[src/rtl/classifier_head_pkg.sv]
// Shared types and constants for the classifier output stage.
package classifier_head_pkg;

  // Unsigned fixed-point score in [0,1]; all-ones represents 1.0.
  localparam int Z2O_W = 16;
  typedef logic [Z2O_W-1:0] zero2one_t;

  localparam zero2one_t ZERO2ONE_ONE = '1;
  localparam int N_CLASS_DEFAULT = 43;

  typedef enum logic [1:0] {
    IDLE,
    SCAN,
    RESULT
  } head_state_t;

endpackage

[src/rtl/classifier_head_if.sv]
// Sample-in / result-out handshake bundle of the classifier head.
interface classifier_head_if
  import classifier_head_pkg::*;
#(
  parameter int N_CLASS = N_CLASS_DEFAULT
);
  localparam int LBL_W = $clog2(N_CLASS);

  logic                    in_valid;
  logic                    in_ready;
  zero2one_t [N_CLASS-1:0] scores;
  logic [LBL_W-1:0]        label;
  logic                    learn_req;

  logic                    res_valid;
  logic                    res_ready;
  logic [LBL_W-1:0]        res_class;
  zero2one_t               res_score;
  logic                    res_correct;
  logic                    label_err;

  // Producer of samples and consumer of results.
  modport master (
    output in_valid, scores, label, learn_req, res_ready,
    input  in_ready, res_valid, res_class, res_score, res_correct, label_err
  );

  // The classifier head itself.
  modport slave (
    input  in_valid, scores, label, learn_req, res_ready,
    output in_ready, res_valid, res_class, res_score, res_correct, label_err
  );
endinterface

[src/rtl/classifier_head_argmax_seq.sv]
// argmax_seq: one-compare-per-cycle argmax over a captured score vector.
// done is high during the cycle that performs the last compare; win_* are the
// best index/value including that cycle's compare.
module classifier_head_argmax_seq
  import classifier_head_pkg::*;
#(
  parameter int N_CLASS = N_CLASS_DEFAULT,
  localparam int LBL_W = $clog2(N_CLASS)
) (
  input  logic                    clock,
  input  logic                    reset_n,
  input  logic                    start,
  input  zero2one_t [N_CLASS-1:0] scores,
  output logic                    done,
  output logic [LBL_W-1:0]        win_idx,
  output zero2one_t               win_val
);

  zero2one_t [N_CLASS-1:0] scores_reg;
  logic [LBL_W-1:0]        idx_reg;
  logic [LBL_W-1:0]        best_idx_reg;
  zero2one_t               best_val_reg;
  logic                    busy_reg;
  logic                    take;

  // Strictly-greater replacement, so ties keep the lowest index.
  always_comb begin
    take    = 1'b0;
    done    = 1'b0;
    win_idx = best_idx_reg;
    win_val = best_val_reg;
    if (busy_reg) begin
      take = (scores_reg[idx_reg] > best_val_reg);
      done = (idx_reg == LBL_W'(N_CLASS - 1));
    end
    if (take) begin
      win_idx = idx_reg;
      win_val = scores_reg[idx_reg];
    end
  end

  // Seed with entry 0 on start, then walk idx over entries 1..N_CLASS-1.
  always_ff @(posedge clock or negedge reset_n) begin
    if (!reset_n) begin
      scores_reg   <= '0;
      idx_reg      <= '0;
      best_idx_reg <= '0;
      best_val_reg <= '0;
      busy_reg     <= 1'b0;
    end else if (start) begin
      scores_reg   <= scores;
      idx_reg      <= LBL_W'(1);
      best_idx_reg <= '0;
      best_val_reg <= scores[0];
      busy_reg     <= 1'b1;
    end else if (busy_reg) begin
      best_idx_reg <= win_idx;
      best_val_reg <= win_val;
      if (done) begin
        busy_reg <= 1'b0;
      end else begin
        idx_reg <= idx_reg + LBL_W'(1);
      end
    end
  end

endmodule

[src/rtl/classifier_head.sv]
// classifier_head: argmax result stage behind the learning layer. Captures a
// score vector, scans it sequentially, reports the winner, keeps accuracy
// counters and drives the layer's target vector and learn strobe.
module classifier_head
  import classifier_head_pkg::*;
#(
  parameter int        N_CLASS   = N_CLASS_DEFAULT,
  parameter int        CNT_W     = 32,
  parameter zero2one_t TARGET_HI = ZERO2ONE_ONE,
  parameter zero2one_t TARGET_LO = '0
) (
  input  logic                    clock,
  input  logic                    reset_n,
  classifier_head_if.slave        bus,
  input  logic                    clear_stats,
  output zero2one_t [N_CLASS-1:0] expected_out,
  output logic                    learn,
  output logic [CNT_W-1:0]        total_cnt,
  output logic [CNT_W-1:0]        correct_cnt
);

  localparam int LBL_W = $clog2(N_CLASS);

  head_state_t             state_reg, state_next;
  logic                    accept;
  logic                    scan_done;
  logic [LBL_W-1:0]        win_idx;
  zero2one_t               win_val;
  logic [LBL_W-1:0]        label_reg;
  logic                    learn_req_reg;
  logic                    label_ok;
  logic                    win_correct;
  logic [LBL_W-1:0]        res_class_reg;
  zero2one_t               res_score_reg;
  logic                    res_correct_reg;
  logic                    label_err_reg;
  logic                    learn_reg;
  logic [CNT_W-1:0]        total_reg;
  logic [CNT_W-1:0]        correct_reg;
  zero2one_t [N_CLASS-1:0] expected_reg;

  assign accept      = bus.in_valid && (state_reg == IDLE);
  assign label_ok    = (int'(label_reg) < N_CLASS);
  assign win_correct = label_ok && (label_reg == win_idx);

  classifier_head_argmax_seq #(.N_CLASS(N_CLASS)) u_argmax_seq (
    .clock   (clock),
    .reset_n (reset_n),
    .start   (accept),
    .scores  (bus.scores),
    .done    (scan_done),
    .win_idx (win_idx),
    .win_val (win_val)
  );

  // State register.
  always_ff @(posedge clock or negedge reset_n) begin
    if (!reset_n) state_reg <= IDLE;
    else          state_reg <= state_next;
  end

  // Next-state logic: accept -> scan -> hold result until taken.
  always_comb begin
    state_next = state_reg;
    unique case (state_reg)
      IDLE:    if (accept)        state_next = SCAN;
      SCAN:    if (scan_done)     state_next = RESULT;
      RESULT:  if (bus.res_ready) state_next = IDLE;
      default:                    state_next = IDLE;
    endcase
  end

  // Handshake outputs decoded from the state.
  always_comb begin
    bus.in_ready  = (state_reg == IDLE);
    bus.res_valid = (state_reg == RESULT);
  end

  // Capture sample side-band on accept; latch the result when the scan ends.
  // learn is cleared on every other edge so it never outlasts one cycle.
  always_ff @(posedge clock or negedge reset_n) begin
    if (!reset_n) begin
      label_reg       <= '0;
      learn_req_reg   <= 1'b0;
      res_class_reg   <= '0;
      res_score_reg   <= '0;
      res_correct_reg <= 1'b0;
      label_err_reg   <= 1'b0;
      learn_reg       <= 1'b0;
    end else begin
      learn_reg <= 1'b0;
      if (accept) begin
        label_reg     <= bus.label;
        learn_req_reg <= bus.learn_req;
      end
      if (scan_done) begin
        res_class_reg   <= win_idx;
        res_score_reg   <= win_val;
        res_correct_reg <= win_correct;
        label_err_reg   <= !label_ok;
        learn_reg       <= learn_req_reg && label_ok;
      end
    end
  end

  // Saturating statistics; a clear beats a coincident increment.
  always_ff @(posedge clock or negedge reset_n) begin
    if (!reset_n) begin
      total_reg   <= '0;
      correct_reg <= '0;
    end else if (clear_stats) begin
      total_reg   <= '0;
      correct_reg <= '0;
    end else if (scan_done) begin
      if (total_reg != '1) total_reg <= total_reg + CNT_W'(1);
      if (win_correct && (correct_reg != '1)) correct_reg <= correct_reg + CNT_W'(1);
    end
  end

  // One-hot target per class; an out-of-range label leaves every entry low.
  for (genvar gi = 0; gi < N_CLASS; gi++) begin : g_target
    always_ff @(posedge clock or negedge reset_n) begin
      if (!reset_n) begin
        expected_reg[gi] <= '0;
      end else if (scan_done) begin
        expected_reg[gi] <= (label_ok && (int'(label_reg) == gi)) ? TARGET_HI : TARGET_LO;
      end
    end
  end

  assign bus.res_class   = res_class_reg;
  assign bus.res_score   = res_score_reg;
  assign bus.res_correct = res_correct_reg;
  assign bus.label_err   = label_err_reg;
  assign expected_out    = expected_reg;
  assign learn           = learn_reg;
  assign total_cnt       = total_reg;
  assign correct_cnt     = correct_reg;

endmodule

[src/flat_wrapper.sv]
// flat-port wrapper written by rule: the top's interface ports become plain ports
module classifier_head_flat import classifier_head_pkg::*;
#(
  parameter int        N_CLASS   = N_CLASS_DEFAULT,
  parameter int        CNT_W     = 32,
  parameter zero2one_t TARGET_HI = ZERO2ONE_ONE,
  parameter zero2one_t TARGET_LO = '0
)
  (clock, reset_n, clear_stats, expected_out, learn, total_cnt, correct_cnt, bus_in_valid, bus_scores, bus_label, bus_learn_req, bus_res_ready, bus_in_ready, bus_res_valid, bus_res_class, bus_res_score, bus_res_correct, bus_label_err);
  classifier_head_if #(.N_CLASS(N_CLASS)) bus_i ();
  input  logic clock;
  input  logic reset_n;
  input  logic clear_stats;
  output zero2one_t [N_CLASS-1:0] expected_out;
  output logic learn;
  output logic [CNT_W-1:0] total_cnt;
  output logic [CNT_W-1:0] correct_cnt;
  input wire logic [$bits(bus_i.in_valid)-1:0] bus_in_valid;
  input wire logic [$bits(bus_i.scores)-1:0] bus_scores;
  input wire logic [$bits(bus_i.label)-1:0] bus_label;
  input wire logic [$bits(bus_i.learn_req)-1:0] bus_learn_req;
  input wire logic [$bits(bus_i.res_ready)-1:0] bus_res_ready;
  output wire logic [$bits(bus_i.in_ready)-1:0] bus_in_ready;
  output wire logic [$bits(bus_i.res_valid)-1:0] bus_res_valid;
  output wire logic [$bits(bus_i.res_class)-1:0] bus_res_class;
  output wire logic [$bits(bus_i.res_score)-1:0] bus_res_score;
  output wire logic [$bits(bus_i.res_correct)-1:0] bus_res_correct;
  output wire logic [$bits(bus_i.label_err)-1:0] bus_label_err;
  assign bus_i.in_valid = bus_in_valid;
  assign bus_i.scores = bus_scores;
  assign bus_i.label = bus_label;
  assign bus_i.learn_req = bus_learn_req;
  assign bus_i.res_ready = bus_res_ready;
  assign bus_in_ready = bus_i.in_ready;
  assign bus_res_valid = bus_i.res_valid;
  assign bus_res_class = bus_i.res_class;
  assign bus_res_score = bus_i.res_score;
  assign bus_res_correct = bus_i.res_correct;
  assign bus_label_err = bus_i.label_err;
  classifier_head #(.N_CLASS(N_CLASS), .CNT_W(CNT_W), .TARGET_HI(TARGET_HI), .TARGET_LO(TARGET_LO)) u_core (.clock(clock), .reset_n(reset_n), .bus(bus_i), .clear_stats(clear_stats), .expected_out(expected_out), .learn(learn), .total_cnt(total_cnt), .correct_cnt(correct_cnt));
endmodule
[config.mk]
export PLATFORM = sky130hd
export DESIGN_NAME = classifier_head_flat
export DESIGN_NICKNAME = d
export VERILOG_FILES = /design/src/rtl/classifier_head_pkg.sv /design/src/rtl/classifier_head_if.sv /design/src/rtl/classifier_head_argmax_seq.sv /design/src/rtl/classifier_head.sv /design/src/flat_wrapper.sv
export SDC_FILE = /design/constraint.sdc
export NUM_CORES = 2
export LEC_CHECK = 0
export ABC_CLOCK_PERIOD_IN_PS = 5800
export BUFFER_PORTS_ARGS = -buffer_cell sky130_fd_sc_hd__buf_2
export CAP_MARGIN = 20
export CORE_AREA = 4 4 570 572
export CTS_BUF_LIST = sky130_fd_sc_hd__clkbuf_16
export DETAILED_ROUTE_END_ITERATION = 6
export DIE_AREA = 0 0 574 576
export GPL_ROUTABILITY_DRIVEN = 0
export SETUP_SLACK_MARGIN = 0.2
export SYNTH_ARGS = -nofsm -noshare
export SYNTH_HDL_FRONTEND = slang
export SYNTH_SLANG_ARGS = --single-unit
[constraint.sdc]
create_clock -name clock -period 5.8 [get_ports clock]
set_input_delay 0.58 -clock clock [delete_from_list [all_inputs] [get_ports clock]]
set_output_delay 0.58 -clock clock [all_outputs]
set_load 0.01 [all_outputs]
Word-level counts from Yosys, hierarchy flattened
Cells that the tools add are included.
- register bits after elaboration: 1503
- logic and storage cells: 286
- input bits: 700
- add/subtract/negate cells: 3
- equal/unequal tests: 52
- reduce and logical (&&, ||, !) cells: 58
- mux-type cells: 70
- order comparisons: 3
- operator list (operator ; number):
    16-bit 2-to-1 mux ; 47
    32-bit 2-to-1 mux ; 6
    6-bit equality test (second input constant) ; 28
    16-bit binary-select mux with 6-bit select ; 1
    32-bit by 1-bit adder with 32-bit output (second input constant) ; 2
    32-bit != test (second input constant) ; 2
    6-bit by 5-bit equality test with 1-bit output (second input constant) ; 8
    1-bit logical AND ; 47
    6-bit 2-to-1 mux ; 6
    6-bit by 4-bit equality test with 1-bit output (second input constant) ; 4
    16-bit > comparator ; 1
    6-bit by 3-bit equality test with 1-bit output (second input constant) ; 2
    2-bit nonzero test ; 4
    6-bit by 7-bit less-than comparator with 1-bit output (second input constant) ; 1
    6-bit by 1-bit adder with 6-bit output (second input constant) ; 1
    6-bit by 2-bit equality test with 1-bit output (second input constant) ; 1
    6-bit equality test ; 1
    6-bit zero test ; 1
    6-bit less-than comparator (second input constant) ; 1
    1-bit 2-to-1 mux ; 6
    2-bit 2-to-1 mux ; 3
    2-bit by 1-bit != test with 1-bit output (second input constant) ; 3
    2-bit case mux with 3 select lines ; 1
    2-bit AND reduction ; 3
    other kinds (6) ; 6

Longest topological paths before layout
- depth after elaboration: 11
- mapped depth: 21
- depth with buffers taken out: 14

By module
A second synthesis with hierarchy kept.
- cell total of the unflattened synthesis: 3602
- area, all modules: 44682.9 µm²
- modules (own cells, without submodules) (module ; cells an instance ; instances ; seq. area each (µm²) ; area each (µm²)):
    classifier_head_argmax_seq ; 2367 ; 1 ; 17942.2 ; 33493.4
    classifier_head ; 1235 ; 1 ; 3528.4 ; 11189.5

Worst setup path after synthesis
No wires, ideal clock.
- path type: register to register
- start point: register u_core.u_argmax_seq.idx_reg[0]
- end point: register u_core.correct_reg[14] (netlist: u_core.correct_cnt[14])
- required time: 5.673 ns
- period minus slack after synthesis: 4.976 ns
- cell stages (with the launch flop): 17
- arrival time: 4.849 ns
- path slack: 0.824 ns
- path buffers: 3
- path through: dfrtp_1 > buf_2 > buf_2 > buf_2 > mux4_2 > mux4_2 > mux2i_1 > o22ai_1 > ha_1 > a41o_1 > a21oi_1 > nor3_1 > o41ai_4 > mux2i_2 > a21boi_0 > and4_1 > mux2_1
- longest elaborated chain between the ends: 10
- elaborated cells between the ends (all ways): 13
- ends and longest elaborated chain (element ; RTL line ; text):
    start: declaration ; classifier_head_argmax_seq.sv:20 ; logic [LBL_W-1:0] idx_reg;
    start signal: assignment ; classifier_head_argmax_seq.sv:62 ; idx_reg <= idx_reg + LBL_W'(1);
    16-bit binary-select mux with 6-bit select ; classifier_head_argmax_seq.sv:33 ; take = (scores_reg[idx_reg] > best_val_reg);
    16-bit 2-to-1 mux (implied by the code) ; classifier_head_argmax_seq.sv:33 ;
    16-bit > comparator ; classifier_head_argmax_seq.sv:33 ;
    1-bit 2-to-1 mux ; classifier_head_argmax_seq.sv:32 ; if (busy_reg) begin
    6-bit 2-to-1 mux ; classifier_head_argmax_seq.sv:36 ; if (take) begin
    6-bit equality test ; classifier_head.sv:44 ; assign win_correct = label_ok && (label_reg == win_idx);
    1-bit logical AND ; classifier_head.sv:44 ;
    1-bit logical AND ; classifier_head.sv:116 ; if (win_correct && (correct_reg != '1)) correct_reg <= correct_reg + CNT_W'(1);
    2-bit nonzero test (no source line) ; -- ;
    2-bit AND reduction (no source line) * ; -- ;
    end signal: assignment ; classifier_head.sv:116 ;
    end: declaration ; classifier_head.sv:39 ; logic [CNT_W-1:0] correct_reg;
Every way passes the cells marked *; elsewhere a longest branch is shown, timed or not. The select of a mux whose other input is x is not followed.
A chain may end at the register's enable or synchronous reset.

Worst setup path in the final report
- start point: register u_core.u_argmax_seq.idx_reg[0]
- end point: register u_core.correct_reg[22] (netlist: u_core.correct_cnt[22])
Same word-level chain as after synthesis.

==> flow_summary_export.csv <==
group,metric,value,unit
run_status,outcome,"finished, final reports clean",
clock_network,root_buffer,"clkbuf_16",
final_layout,drive_gt1_share,30.9,%
yosys,synthAdderAreaFrac,0.565,%
global_route,grt_start_max_net_pins,230,
timing,finClkSkew,128,ps
yosys,synth_seq_cells,858,
clock_network,cts_tree,"done",
clock_network,cts_buffers,107,
timing,hold-worst-slack,61.0,ps
yosys,synth_area_leader_cell,"dfrtp_1",
clock_network,insertion_delay,880,ps
timing,fmax,183,MHz
yosys,yosysWarnings,0,
floorplan,core-area,320000,um2
yosys,async_flop_share,100,%
critical_path,crit_start,"u_core.u_argmax_seq.idx_reg[0]$_DFFE_PN0P_",
critical_path,crit_type,"register to register",
yosys,synth_top_area_share,48.5,%
critical_path,cp_max_fo,23,
clock_network,htree_levels,3,
global_route,grt_overflow,0,
worst_hold_path,min_from,"bus_scores[258]",
yosys,syn_nets,5547,
final_layout,multiInputGateArea,16900,um2
final_layout,areaGrowthSynthToFinish,40.3,%
yosys,synth_compound_area_share,3.21,%
yosys,syn_avg_cell_area,9.17,um2
critical_path,cp_data_required_time,6480,ps
final_layout,final_cell_count_no_fill,10500,
drt,num_vias,40300,
yosys,synth_top_family_by_area,"simple AND/OR/NAND/NOR gates",
job,drv_cap,0,
timing,rsz0062_at_grt,"true",
floorplan,die_w,574,um
worst_hold_path,hold_class,"primary input to register",
final_layout,fin_nets,6937,
drt,first_pass_iters,5,
drt,wl_per_cell,21.5,um
pwr,powerDensity,455,nW/um2
critical_path,cp-start-kind,"register",
yosys,syn_inst,4827,
critical_path,critPathSlowestCell,"mux4_2",
floorplan,start_util,13.8,%
clock_network,cts.clk_slew.worst_paths,60,ps
final_layout,largest_register_ffs,688,
drt,drc_errors,0,
yosys,muxShareOfSynthArea,11.4,%
floorplan,io_pins,1479,
timing,setup_viol,0,
critical_path,critical_path.most_common_cell,"buf_12",
final_layout,regArea,21500,um2
critical_path,critical-path-max-stage-delay,610,ps
yosys,synthTopCellsByArea,"dfrtp_1 (49%), nand2_1 (19%), buf_4 (11%), mux4_2 (9.8%), clkbuf_1 (1.9%)",
yosys,syn_area,44300,um2
floorplan,rows,208,
pwr,p_leak,31.8,nW
clock_network,cts_buffer_depth,4,
timing,tightest_slew,1280,ps
drt,vias_per_cell,3.82,
critical_path,critPathArrivalTime,6130,ps
timing,finalHoldViolCount,0,
drt,drtIter0Drc,3835,
pwr,vdd_drop_max,0.299,mV
timing,setup_tns,0,ps
drt,postRouteWirelength,227000,um
yosys,synthFlopType,"dfrtp_1",
floorplan,dieArea,331000,um2
timing,slew_headroom,14.5,%
critical_path,end_kind,"register",
global_route,antenna_found_initial,120,
placed_design,detailed_place_hpwl,176000,um
drt,route.antenna.remaining_nets,0,
global_route,grt_pass1_vias,39900,
timing,fin_crit,5450,ps
yosys,synth-simple-area-share,22.0,%
global_route,grt_pass1_wl,307000,um
placed_design,numPortBuffers,1478,
timing,min_period_over_period,94.0,%
timing,maxSlewViolCount,0,
clock_network,cts_sinks,858,
critical_path,worstPathCellList,"buf_12, buf_12, buf_4, mux4_2, mux4_2, mux2i_2, o22ai_1, ha_1, nand4_1, nor3_2, a21boi_2, o41ai_4, buf_12, mux2i_2, o211ai_2, buf_4, nor4_1, mux2_2",
critical_path,r2r_start,"u_core.u_argmax_seq.idx_reg[0]$_DFFE_PN0P_",
final_layout,num-fill-cells,34900,
floorplan,die_h,576,um
global_route,grt_usage,13.0,%
yosys,synth_xor_area_share,0.732,%
placed_design,pre_cts_ws,164,ps
yosys,synth-edff-count,0,
timing,setup_slack,346,ps
yosys,synth.yosys.seq_area_share,48.5,%
placed_design,placed_cells,9663,
yosys,ys_types,56,
power breakdown:
part	switching [mW]	internal (mW)
Sequential	2.24	8.22
Clock	2.94	4.04
Combinational	6.21	4.62
Total	11.4	16.9
metrics by stage:
stage / power [mW] / utilization (%) / instance area (um2)
after floorplan: 15.9 / - / 44300
after CTS: 28.5 / 19.3 / 61900
after global routing: 29.8 / 19.4 / 62000
after global placement: 20.7 / 16.2 / 51800
final: 28.3 / 19.4 / 62100
after detailed placement: 20.9 / 16.2 / 51800
routing by layer:
layer / track usage (%) / part of all wire, % / vias to the layer above
li1: - / - / 17800
met1: 14.2 / 36 / 19500
met2: 21.8 / 48 / 2256
met3: 2.81 / 7.0 / 723
met4: 10.5 / 9.4 / 42
met5: 0 / 0.12 / -
synthesized netlist by cell type (20+ instances only):
master,number
buf_2,21
nand4_1,26
nand3_1,29
mux2i_1,52
a21oi_1,47
ha_1,20
dfrtp_1,858
clkbuf_1,221
nand2_1,2206
o21ai_0,76
xnor2_1,21
inv_1,34
o31ai_1,41
nor2_1,110
buf_4,647
mux4_2,192
nor2b_1,22
final timing paths:
check	end	slack (ps)	cells after the start
setup / recovery	u_core.correct_cnt[22]$_DFFE_PN0P_	350	18
hold / removal	u_core.u_argmax_seq.scores_reg[258]$_DFFE_PN0P_	60	3
setup reg to reg	u_core.correct_cnt[22]$_DFFE_PN0P_	350	18
hold reg to reg	u_core.u_argmax_seq.scores_reg[313]$_DFFE_PN0P_	470	2
max in group asynchronous	u_core.u_argmax_seq.scores_reg[86]$_DFFE_PN0P_	4010	3
min in group asynchronous	u_core.u_argmax_seq.scores_reg[460]$_DFFE_PN0P_	270	2
critical path: cells and delay by family (launching register included):
kind | cells | cell delay, ps
AOI/OAI and AO/OA | 4 | 880
adders and majority gates | 1 | 370
buffers and inverters | 5 | 1000
DFF | 1 | 430
muxes | 5 | 2040
and+or+nand+nor | 3 | 470
cell usage in the layout, fill, tap and decap left out, types with 26 or more instances in the layout:
master and count:
nor2_1 109, nand2_1 2205, mux4_2 192, buf_4 43, a21oi_1 47, o21ai_0 76, dlygate4sd3_1 642, mux2i_1 43
nand4_1 26, diode_2 51, nand3_1 29, buf_2 1477, inv_1 48, o31ai_1 41, dfrtp_1 854, clkbuf_16 107
area by class of cell:
type,count,area share (%)
Inverter,34,0.206
Timing Repair Buffer,2187,23.6
Antenna cell,51,0.206
Tap cell,4200,8.46
Clock buffer,107,4.31
Multi-Input combinational cell,3029,27.2
Clock inverter,80,1.40
Sequential cell,858,34.6
timing repair:
action / CTS / global route
resized for setup: 2 / 17
buffers inserted: 2 / 0
hold buffers: 642 / 0
gates cloned: 1 / 0
endpoints found under the hold margin: 693 / 0
pin swaps: 0 / 2
setup endpoints to repair: 28 / 30
cell families after synthesis:
kind of cell	Yosys count
mux	263
compound gates	224
xor+xnor	37
buf+inv	940
simple gates	2485
flops	858
fa+ha+maj	20
(Power assumes the default switching activity.)
